--- src/rtl/gddr_sync_pkg.sv ---
// Shared types and defaults for the GDDR gearbox start-up sequencers.
// States, state width, default wait constants and the per-state output map.
package gddr_sync_pkg;

  localparam int STATE_W     = 3;
  localparam int LOCK_WAIT_D = 16;
  localparam int STOP_WAIT_D = 4;
  localparam int RST_WAIT_D  = 8;
  localparam int CNT_W_D     = 8;

  typedef enum logic [STATE_W-1:0] {
    ST_WAIT_LOCK = 3'd0,
    ST_STOP      = 3'd1,
    ST_DIV_REL   = 3'd2,
    ST_START     = 3'd3,
    ST_GEAR_REL  = 3'd4,
    ST_READY     = 3'd5
  } sync_state_t;

  // {eclk_stop, div_rst, gear_rst, ready} held while in state s
  function automatic logic [3:0] outs_of(input sync_state_t s);
    logic [3:0] o;
    o = 4'b0110;
    case (s)
      ST_STOP:     o = 4'b1110;
      ST_DIV_REL:  o = 4'b1010;
      ST_START:    o = 4'b0010;
      ST_GEAR_REL: o = 4'b0000;
      ST_READY:    o = 4'b0001;
      default:     o = 4'b0110;
    endcase
    return o;
  endfunction

endpackage

--- src/rtl/gddr_tx_sync_ctrl_lock_filter.sv ---
// gddr_lock_filter: two-flop synchroniser per lock bit plus stable-high counter.
// Ports: clk, RSTB (sync, active-high), i_lock[N], i_clr, o_lock_ok, o_lock_lost.
module gddr_lock_filter #(
  parameter int N         = 1,
  parameter int LOCK_WAIT = 16,
  parameter int CNT_W     = 8
) (
  input  logic         clk,
  input  logic         RSTB,
  input  logic [N-1:0] i_lock,
  input  logic         i_clr,
  output logic         o_lock_ok,
  output logic         o_lock_lost
);

  localparam logic [CNT_W-1:0] LW = CNT_W'(LOCK_WAIT);

  logic [N-1:0]     r_s1;
  logic [N-1:0]     r_s2;
  logic [CNT_W-1:0] r_cnt;
  logic             w_lock;
  logic             w_full;

  assign w_lock = &r_s2;
  assign w_full = (r_cnt == LW);

  always_ff @(posedge clk) begin
    if (RSTB) begin
      r_s1  <= '0;
      r_s2  <= '0;
      r_cnt <= '0;
    end else begin
      r_s1 <= i_lock;
      r_s2 <= r_s1;
      if (!w_lock || i_clr)
        r_cnt <= '0;
      else if (!w_full)
        r_cnt <= r_cnt + 1'b1;
    end
  end

  assign o_lock_ok   = w_lock && w_full;
  assign o_lock_lost = !w_lock;

endmodule

--- src/rtl/gddr_tx_sync_ctrl.sv ---
// ECLK/CLKDIV/gearbox reset sequencer for 4:1 DDR output gearboxes.
// Ports: clk, RSTB, pll_lock, retrain -> eclk_stop, div_rst, gear_rst,
// ready, state. Option GDDR_SYNC_DLL_EN adds dll_lock / dll_freeze.
module gddr_tx_sync_ctrl
  import gddr_sync_pkg::*;
#(
  parameter int LOCK_WAIT = LOCK_WAIT_D,
  parameter int STOP_WAIT = STOP_WAIT_D,
  parameter int RST_WAIT  = RST_WAIT_D,
  parameter int CNT_W     = CNT_W_D
) (
  input  logic               clk,
  input  logic               RSTB,
  input  logic               pll_lock,
  input  logic               retrain,
`ifdef GDDR_SYNC_DLL_EN
  input  logic               dll_lock,
  output logic               dll_freeze,
`endif
  output logic               eclk_stop,
  output logic               div_rst,
  output logic               gear_rst,
  output logic               ready,
  output logic [STATE_W-1:0] state
);

  localparam logic [CNT_W-1:0] S_LAST = CNT_W'(STOP_WAIT - 1);
  localparam logic [CNT_W-1:0] R_LAST = CNT_W'(RST_WAIT - 1);

`ifdef GDDR_SYNC_DLL_EN
  localparam int N_LK = 2;
  logic [1:0] w_lk_in;
  assign w_lk_in = {dll_lock, pll_lock};
`else
  localparam int N_LK = 1;
  logic [0:0] w_lk_in;
  assign w_lk_in = pll_lock;
`endif

  sync_state_t      r_state;
  sync_state_t      w_nxt;
  logic [CNT_W-1:0] r_timer;
  logic [CNT_W-1:0] w_tmr;
  logic [3:0]       r_out;
  logic             w_ok;
  logic             w_lost;
  logic             w_clr;

  // Lock count only runs while the FSM stays in WAIT_LOCK, so a retrain
  // or a fresh lock always starts from zero.
  assign w_clr = (w_nxt != ST_WAIT_LOCK);

  gddr_lock_filter #(
    .N         (N_LK),
    .LOCK_WAIT (LOCK_WAIT),
    .CNT_W     (CNT_W)
  ) u_filt (
    .clk         (clk),
    .RSTB        (RSTB),
    .i_lock      (w_lk_in),
    .i_clr       (w_clr),
    .o_lock_ok   (w_ok),
    .o_lock_lost (w_lost)
  );

  always_comb begin
    w_nxt = r_state;
    w_tmr = '0;
    case (r_state)
      ST_WAIT_LOCK: if (w_ok) w_nxt = ST_STOP;
      ST_STOP:
        if (r_timer == S_LAST) w_nxt = ST_DIV_REL;
        else w_tmr = r_timer + 1'b1;
      ST_DIV_REL:
        if (r_timer == S_LAST) w_nxt = ST_START;
        else w_tmr = r_timer + 1'b1;
      ST_START:
        if (r_timer == S_LAST) w_nxt = ST_GEAR_REL;
        else w_tmr = r_timer + 1'b1;
      ST_GEAR_REL:
        if (r_timer == R_LAST) w_nxt = ST_READY;
        else w_tmr = r_timer + 1'b1;
      ST_READY: if (retrain) w_nxt = ST_WAIT_LOCK;
      default: w_nxt = ST_WAIT_LOCK;
    endcase
    // Lock loss beats retrain and any timed step.
    if (r_state != ST_WAIT_LOCK && w_lost) begin
      w_nxt = ST_WAIT_LOCK;
      w_tmr = '0;
    end
  end

  // Outputs come straight from the next state, so they change on the
  // same edge as the state and never glitch through a mid value.
  always_ff @(posedge clk) begin
    if (RSTB) begin
      r_state <= ST_WAIT_LOCK;
      r_timer <= '0;
      r_out   <= 4'b0110;
    end else begin
      r_state <= w_nxt;
      r_timer <= w_tmr;
      r_out   <= outs_of(w_nxt);
    end
  end

`ifdef GDDR_SYNC_DLL_EN
  logic r_frz;
  always_ff @(posedge clk) begin
    if (RSTB)
      r_frz <= 1'b0;
    else
      r_frz <= (w_nxt == ST_STOP) || (w_nxt == ST_DIV_REL) ||
               (w_nxt == ST_START);
  end
  assign dll_freeze = r_frz;
`endif

  assign eclk_stop = r_out[3];
  assign div_rst   = r_out[2];
  assign gear_rst  = r_out[1];
  assign ready     = r_out[0];
  assign state     = r_state;

endmodule

--- config.mk ---
export PLATFORM = sky130hd
export DESIGN_NAME = gddr_tx_sync_ctrl
export DESIGN_NICKNAME = d
export VERILOG_FILES = /design/src/rtl/gddr_sync_pkg.sv /design/src/rtl/gddr_tx_sync_ctrl_lock_filter.sv /design/src/rtl/gddr_tx_sync_ctrl.sv
export SDC_FILE = /design/constraint.sdc
export NUM_CORES = 1
export LEC_CHECK = 0
export CORE_MARGIN = 2
export CORE_UTILIZATION = 40
export CTS_BUF_LIST = sky130_fd_sc_hd__clkbuf_2
export CTS_CLUSTER_DIAMETER = 30
export DETAILED_ROUTE_END_ITERATION = 16
export PLACE_DENSITY = 0.65
export SETUP_SLACK_MARGIN = 0.05
export SLEW_MARGIN = 20
export SYNTH_ARGS = -nofsm -noshare
export SYNTH_HDL_FRONTEND = slang
export SYNTH_SLANG_ARGS = --single-unit
export TNS_END_PERCENT = 10
--- constraint.sdc ---
create_clock -name clk -period 3.98 [get_ports clk]
set_input_delay 0.796 -clock clk [delete_from_list [all_inputs] [get_ports clk]]
set_output_delay 0.796 -clock clk [all_outputs]
set_load 0.02 [all_outputs]
==> impl_metrics.ini, run 1 <==
[hold_path]
hold_path_class = reg2reg
min-delay-start = u_filt.r_s1

[power]
ir_drop_uv = 126
power.density_nw_per_um2 = 268
power_uw = 362
power.leakage_nw = 0.492

[logic_synthesis]
netlist_instances = 126
synthFlopType = dfxtp_1
seq_area_frac_synth_pct = 41.2
synth.distinct_cells = 38
yosysWarnings = 0
synthArstFlopShare_pct = 0
synth_seq_cells = 25
synth_area_leaders = dfxtp_1 (41%), xor2_1 (7.2%), nor2_1 (5.6%)
synth_edf_count = 0
netlist_area_um2 = 1210
synth_fp_nets = 134
avgSynthCellArea_um2 = 9.64
yosysTopAreaCell = dfxtp_1
netlist.area_leader.share_pct = 41.2

[detailed_routing]
viasPerCell = 5.13
firstDrtPassIters = 5
drc = 0
ant_nets = 0
drtIter0Drc = 26
vias = 862
wl_per_cell_um = 11.3
routed_wl_mm = 1.90

[final_layout]
layout-drive-gt1-share_pct = 17.5
stdcell_area_um2 = 1350
area_growth_pct = 11.1
n_antenna_cell = 0
final_common_cell = dfxtp_1
final_cell_mix = dfxtp_1 (25), nor2_1 (18), nand3_1 (10), xor2_1 (10), clkdlybuf4s50_1 (10)
final_nets = 146

[sta]
hold_slack_ns = 0.461
rsz0062_at_grt = no
fmax_ghz = 0.417
hold_viol_final = 0
worst_slew_pin_slew_ns = 0.359
timing.setup.tns_ns = 0
fin_skew_ns = 0.00580
relSlewSlack_pct = 76.1
setup_violations = 0
drv_slew = 0
min_period_ns = 2.40
fin_crit_sh_pct = 60.2

[clock_tree]
cts_setup_buffers = 0
numCtsBuffers = 3
cts_max_level = 1
cts_tree = done
cts_buffer_depth = 2
clk_latency_ns = 0.34
clk_pin_slew_worst_paths_ns = 0.23
cts_resized = 0
cts_root_buf = clkbuf_2
postCtsHoldBufs = 0
cts.sinks = 25

[worst_setup_path]
cp-end-kind = primary output
cp_max_fo = 9
cp.arrival_ns = 1.60
crit_family = buffers and inverters
cpPeakStageDelay_ns = 0.67
timing.rr.start = r_timer[0]
crit_path_start = state[1]
cp.buffers_inverters = 1
start_kind = flip-flop
crit_chain = clkdlybuf4s50_1
cp_slowest_cell = clkdlybuf4s50_1
required_ns = 3.18
crit_type = reg2out

[placed_design]
gp_congestion = 0.801
dp_hpwl_mm = 1.46
dpl_cell_area_um2 = 1330
portBuffers = 10

[grt]
use_met2_pct = 22.1
grt_max_degree = 16
grtUsageMet1_pct = 16.8
grt_pass1_wl_mm = 3.55
antenna_found_initial = 0
busiest_layer = met2
met3_usage_pct = 2.62
grt_use_total_pct = 13.3
grt_overflow_total = 0
grt_pass1_vias = 854

[die]
num_rows = 19
die_area_um2 = 3490
chipWidth_um = 59.1
die_h_um = 59.1
io_pins = 11
start_util_pct = 42.9
core-area_um2 = 2830

[job]
cap_violations = 0

[outcome]
status = finished, final reports clean
[per-layer routing]
layer  up-vias  part of all wire (%)
met5         -                     0
met2        12                    47
met3         4                   2.5
met4         0                   1.9
li1        452                     -
met1       394                    49
[layout make-up]
class                   count  area [um^2]
clock inverters             1         7.51
flip-flops and latches     25          500
clock buffers               3         15.0
repair buffers             10          100
inverters                   5         18.8
fillers                   278         1480
well taps                  31         38.8
multi-input cells          93          669
[metrics by stage]
step	instances	util, %	setup slack [ns]
3_3_place_gp	164	46.9	1.86
6_report	168	47.7	1.58
5_1_grt	168	47.7	1.47
4_1_cts	168	47.7	1.55
2_1_floorplan	126	-	2.33
3_5_place_dp	164	46.9	1.86
[Yosys cell counts (2+ instances only)]
master,count
buf_4,2
and3_2,2
nand2_1,5
o21ai_0,2
nand4_1,3
xnor2_1,5
nor2_1,18
nand3_1,10
inv_1,5
and2b_2,3
dfxtp_1,25
and3_1,3
ha_1,4
nor3_2,3
nand3_2,2
nor2b_1,3
xor2_1,10
[flip-flops by register name, indices dropped and copies added (netlist names)]
name / count
r_out: 4
r_timer: 8
state: 3
u_filt.r_cnt: 8
u_filt.r_s1: 1
u_filt.r_s2: 1
[report_power, final]
group          total (mW)  leakage, nW  internal (mW)  switching (mW)
Clock               0.100       0.0126         0.0233          0.0769
Combinational     0.00861        0.277        0.00500         0.00360
Sequential          0.253        0.202          0.252         0.00107
[cell families (layout without fill, tap and decap cells)]
logic type / after synthesis / after routing / share of synthesized area (%)
AOI/OAI and AO/OA: 6 / 6 / 3.50
muxes: 2 / 2 / 2.37
buffers and inverters: 8 / 19 / 3.71
DFF: 25 / 25 / 41.2
xor gates and xnor gates: 15 / 15 / 10.8
and+or+nand+nor: 66 / 66 / 34.3
adders and majority gates: 4 / 4 / 4.12
[worst paths after layout]
| check | cells past startpoint | slack (ns) | endpoint |
|---|---|---|---|
| worst max register to register | 6 | 2.20 | r_out[3] |
| worst min register to register | 1 | 0.46 | u_filt.r_s2 |
| worst max-delay path | 1 | 1.58 | state[1] |
| worst min-delay path | 1 | 0.46 | u_filt.r_s2 |
Note: power is estimated with default switching activity, not from simulation.
==> run 2: changes to the inputs <==
--- a/config.mk
+++ b/config.mk
@@ -10,7 +10,7 @@
 export CTS_BUF_LIST = sky130_fd_sc_hd__clkbuf_2
 export CTS_CLUSTER_DIAMETER = 30
 export DETAILED_ROUTE_END_ITERATION = 16
-export PLACE_DENSITY = 0.65
+export PLACE_DENSITY = 0.67
 export SETUP_SLACK_MARGIN = 0.05
 export SLEW_MARGIN = 20
 export SYNTH_ARGS = -nofsm -noshare
==> constraint.sdc (replaced) <==
create_clock -name clk -period 2.1 [get_ports clk]
set_input_delay 0.42 -clock clk [delete_from_list [all_inputs] [get_ports clk]]
set_output_delay 0.42 -clock clk [all_outputs]
set_load 0.02 [all_outputs]
==> impl_metrics.ini, run 2 (same netlist as run 1, synthesis figures left out) <==
[placed_design]
gp_congestion = 0.827
dp_hpwl_mm = 1.48
post-place-ws_ns = 0.325
portBuffers = 10

[power]
power.leakage_nw = 0.493
power.density_nw_per_um2 = 510
ir_drop_uv = 285

[grt]
grt_pass1_vias = 851
antenna_found_initial = 0
grt_pass1_wl_mm = 3.60
grt_overflow_total = 0
grt_use_total_pct = 13.4
grt_max_degree = 16

[detailed_routing]
routed_wl_mm = 1.98
wl_per_cell_um = 11.8
firstDrtPassIters = 4
vias = 864
drtIter0Drc = 26
drc = 0
ant_nets = 0
viasPerCell = 5.14

[sta]
layout_setup_ws_ns = 0.177
worst_slew_pin_slew_ns = 0.338
setup_violations = 0
fin_crit_sh_pct = 91.6
timing.setup.tns_ns = 0
drv_slew = 0
relSlewSlack_pct = 77.4
hold_viol_final = 0
rsz0062_at_grt = no
fin_skew_ns = 0.0247
min_period_ns = 1.92
fmax_ghz = 0.520

[final_layout]
final_common_cell = dfxtp_1
layout-drive-gt1-share_pct = 19.7
final_cell_mix = dfxtp_1 (22), nor2_1 (18), nand3_1 (10), xor2_1 (10), clkdlybuf4s50_1 (10)
largestRegisters = r_timer: 8 flops, u_filt.r_cnt: 8 flops, r_out: 4 flops
area_growth_pct = 11.4
n_antenna_cell = 0
final_nets = 146
final.fill_count = 270

[clock_tree]
clk_latency_ns = 0.36
cts_root_buf = clkbuf_2
cts_tree = done
numCtsBuffers = 3
postCtsHoldBufs = 0
clk_pin_slew_worst_paths_ns = 0.25
cts_buffer_depth = 2
cts_max_level = 1
cts.sinks = 25
cts_setup_buffers = 0

[worst_setup_path]
r2r_slack_ns = 0.33
crit_chain = clkdlybuf4s50_1
cp_slowest_cell = clkdlybuf4s50_1
required_ns = 1.68
cp.buffers_inverters = 1
crit_family = buffers and inverters
cp.arrival_ns = 1.50
cpPeakStageDelay_ns = 0.64
crit_type = reg2out
reg2regPathDepth = 6
r2r-end = r_out[3]
cp-end-kind = primary output
cp_max_fo = 11
timing.rr.start = r_timer[0]
start_kind = flip-flop

[die]
core-area_um2 = 2830
start_util_pct = 42.9
chipWidth_um = 59.1
num_rows = 19
die_area_um2 = 3490
io_pins = 11
die_h_um = 59.1

[job]
cap_violations = 0

[hold_path]
min-delay-start = u_filt.r_s1
holdPathStages = 1
hold_path_class = reg2reg
hold_end = u_filt.r_s2

[outcome]
status = finished, final reports clean
## run 2: cell count changes in the layout (fill, tap and decap cells not counted)
| cell | change |
|---|---|
| dfxtp_1 | -3 |
| dfxtp_2 | +3 |
## run 2: worst max-delay path by stage
| stage | slack [ns] | to | start | cells after the start |
|---|---|---|---|---|
| after floorplan | 0.46 | r_out[3] | r_timer[0] | 6 |
| after global placement | 0.36 | r_out[3] | retrain | 5 |
| after detailed placement | 0.32 | r_out[3] | r_timer[0] | 6 |
| after CTS | 0.03 | state[1] | state[1] | 1 |
| after global routing | 0.09 | state[2] | state[2] | 1 |
| final | 0.18 | state[2] | state[2] | 1 |
## run 2: cell type report
type / instances / area [um^2] / share of cell area [%]
flip-flops and latches: 25 / 504 / 37.2
clock buffers: 3 / 15.0 / 1.11
repair buffers: 10 / 100 / 7.39
inverters: 5 / 18.8 / 1.39
well taps: 31 / 38.8 / 2.87
clock inverters: 1 / 7.51 / 0.555
multi-input cells: 93 / 669 / 49.4
## run 2: what timing repair did
item,CTS,global route
cloned,0,0
gates resized for setup,1,2
setup endpoints to repair,2,2
## run 2: power by group
group | switching [mW] | internal (mW) | leakage (nW)
logic | 0.00701 | 0.00953 | 0.277
registers | 0.00213 | 0.478 | 0.203
clock network | 0.149 | 0.0442 | 0.0126
## run 2: per-layer routing
metal	vias up	share of wire, %	global-route usage [%]
met1	398	47	16.6
met4	0	0.76	3.90
met5	-	0	0
met2	17	48	22.4
met3	2	4.3	3.93
li1	447	-	-
## run 2: through the flow
| step | cell area [um^2] | util [%] | instances | power [mW] | hold WS, ns |
|---|---|---|---|---|---|
| floorplan | 1210 | - | 126 | 0.497 | 0.414 |
| global placement | 1330 | 46.9 | 164 | 0.506 | 0.420 |
| detailed placement | 1330 | 46.9 | 164 | 0.506 | 0.430 |
| CTS | 1350 | 47.8 | 168 | 0.701 | 0.439 |
| global route | 1350 | 47.9 | 168 | 0.726 | 0.462 |
| finish | 1350 | 47.9 | 168 | 0.690 | 0.430 |
==> run 3: changes to the inputs <==
--- a/config.mk
+++ b/config.mk
@@ -11,7 +11,8 @@
 export CTS_CLUSTER_DIAMETER = 30
 export DETAILED_ROUTE_END_ITERATION = 16
 export PLACE_DENSITY = 0.67
-export SETUP_SLACK_MARGIN = 0.05
+export RECOVER_POWER = 50
+export SETUP_SLACK_MARGIN = 0.15
 export SLEW_MARGIN = 20
 export SYNTH_ARGS = -nofsm -noshare
 export SYNTH_HDL_FRONTEND = slang
==> impl_metrics.ini, run 3 (same netlist as run 1, synthesis figures left out) <==
[outcome]
status = finished, final reports clean

[worst_setup_path]
crit_chain = clkdlybuf4s50_1
cpPeakStageDelay_ns = 0.64
cp.arrival_ns = 1.50
start_kind = flip-flop
cp-end-kind = primary output
crit_type = reg2out
required_ns = 1.68
cp_slowest_cell = clkdlybuf4s50_1
crit_family = buffers and inverters
cp_max_fo = 9
cp.buffers_inverters = 1

[sta]
relSlewSlack_pct = 77.1
fin_skew_ns = 0.0267
worst_slew_pin_slew_ns = 0.340
fmax_ghz = 0.521
hold_viol_final = 0
fin_crit_sh_pct = 91.4
rsz0062_at_grt = yes
min_period_ns = 1.92
timing.setup.tns_ns = 0
drv_slew = 0
layout_setup_ws_ns = 0.181
setup_violations = 0

[die]
num_rows = 19
start_util_pct = 42.9
io_pins = 11
chipWidth_um = 59.1
core-area_um2 = 2830
die_area_um2 = 3490
die_h_um = 59.1

[final_layout]
final_nets = 146
layout-drive-gt1-share_pct = 15.3
area_growth_pct = 9.68
final_cell_mix = dfxtp_1 (22), nor2_1 (18), nand3_1 (11)
largestRegisters = r_timer: 8 flops, u_filt.r_cnt: 8 flops, r_out: 4 flops
final_common_cell = dfxtp_1
n_antenna_cell = 0

[placed_design]
post-place-ws_ns = 0.325
gp_congestion = 0.827
dp_hpwl_mm = 1.48
portBuffers = 10

[power]
switchingPower_uw = 159
share_seq_of_total_power_pct = 69.5
ir_drop_uv = 285
comb_power_share_pct = 2.3
power.density_nw_per_um2 = 517
power.leakage_nw = 0.497
p_int_uw = 530
power_uw = 689
switching_share_pct = 23.1
power_frac_clock_pct = 28.2

[hold_path]
hold_path_class = reg2reg

[clock_tree]
cts_buffer_depth = 2
numCtsBuffers = 3
cts_max_level = 1
clk_pin_slew_worst_paths_ns = 0.26
clk_latency_ns = 0.36
cts_root_buf = clkbuf_2
cts.sinks = 25
cts_setup_buffers = 0
cts_tree = done

[detailed_routing]
routed_wl_mm = 2.03
drc = 0
drtIter0Drc = 39
vias = 877
viasPerCell = 5.22
firstDrtPassIters = 4
wl_per_cell_um = 12.1
ant_nets = 0

[grt]
grt_pass1_vias = 851
grt_overflow_total = 0
antenna_found_initial = 0
grt_max_degree = 16
grt_use_total_pct = 13.4
grt_pass1_wl_mm = 3.60

[job]
cap_violations = 0
## run 3: per-stage QoR
| step | cell area [um^2] | util [%] | hold WS, ns | instances |
|---|---|---|---|---|
| after floorplan | 1210 | - | 0.414 | 126 |
| after global placement | 1330 | 46.9 | 0.420 | 164 |
| after detailed placement | 1330 | 46.9 | 0.430 | 164 |
| after CTS | 1350 | 47.8 | 0.439 | 168 |
| after global routing | 1330 | 47.1 | 0.463 | 168 |
| final | 1330 | 47.1 | 0.427 | 168 |
## run 3: worst paths after layout
check,startpoint,to,slack [ns],cells after the start
worst min-delay path,u_filt.r_s1,u_filt.r_s2,0.43,1
worst max-delay path,state[1],state[1],0.18,1
worst min register to register,u_filt.r_s1,u_filt.r_s2,0.43,1
worst max register to register,r_timer[0],r_out[3],0.20,6
## run 3: cell type report
type,count,area [um^2]
clock buffers,3,15.0
clock inverters,1,7.51
fillers,276,1500
inverters,5,18.8
multi-input cells,93,646
flip-flops and latches,25,507
well taps,31,38.8
repair buffers,10,100
## run 3: layer usage
layer	part of all wire [%]	wire length (um)	GRT usage (%)
met1	48	978	16.6
met2	47	952	22.4
met3	4.1	84	3.93
met4	0.74	15	3.90
met5	0	0	0
## run 3: worst register-to-register path, cell delays in order (launching register included)
cell and delay, ns:
dfxtp_1 0.43, ha_1 0.22, nor2b_1 0.33, nand4_1 0.23, xor2_1 0.19, nor3_1 0.28, mux2_4 0.22
## run 3: power by group through the flow
stage	registers, mW	logic, mW	clock network [mW]
2_1_floorplan	0.489	0.00844	0
3_3_place_gp	0.489	0.0165	0
3_5_place_dp	0.489	0.0166	0
4_1_cts	0.481	0.0167	0.204
5_1_grt	0.480	0.0177	0.226
6_report	0.479	0.0157	0.194
## run 3: repair_timing
item,in CTS,in global routing
hold buffers,0,0
hold endpoints to repair,0,0
endpoints found under the setup margin,3,3
resized for setup,1,3
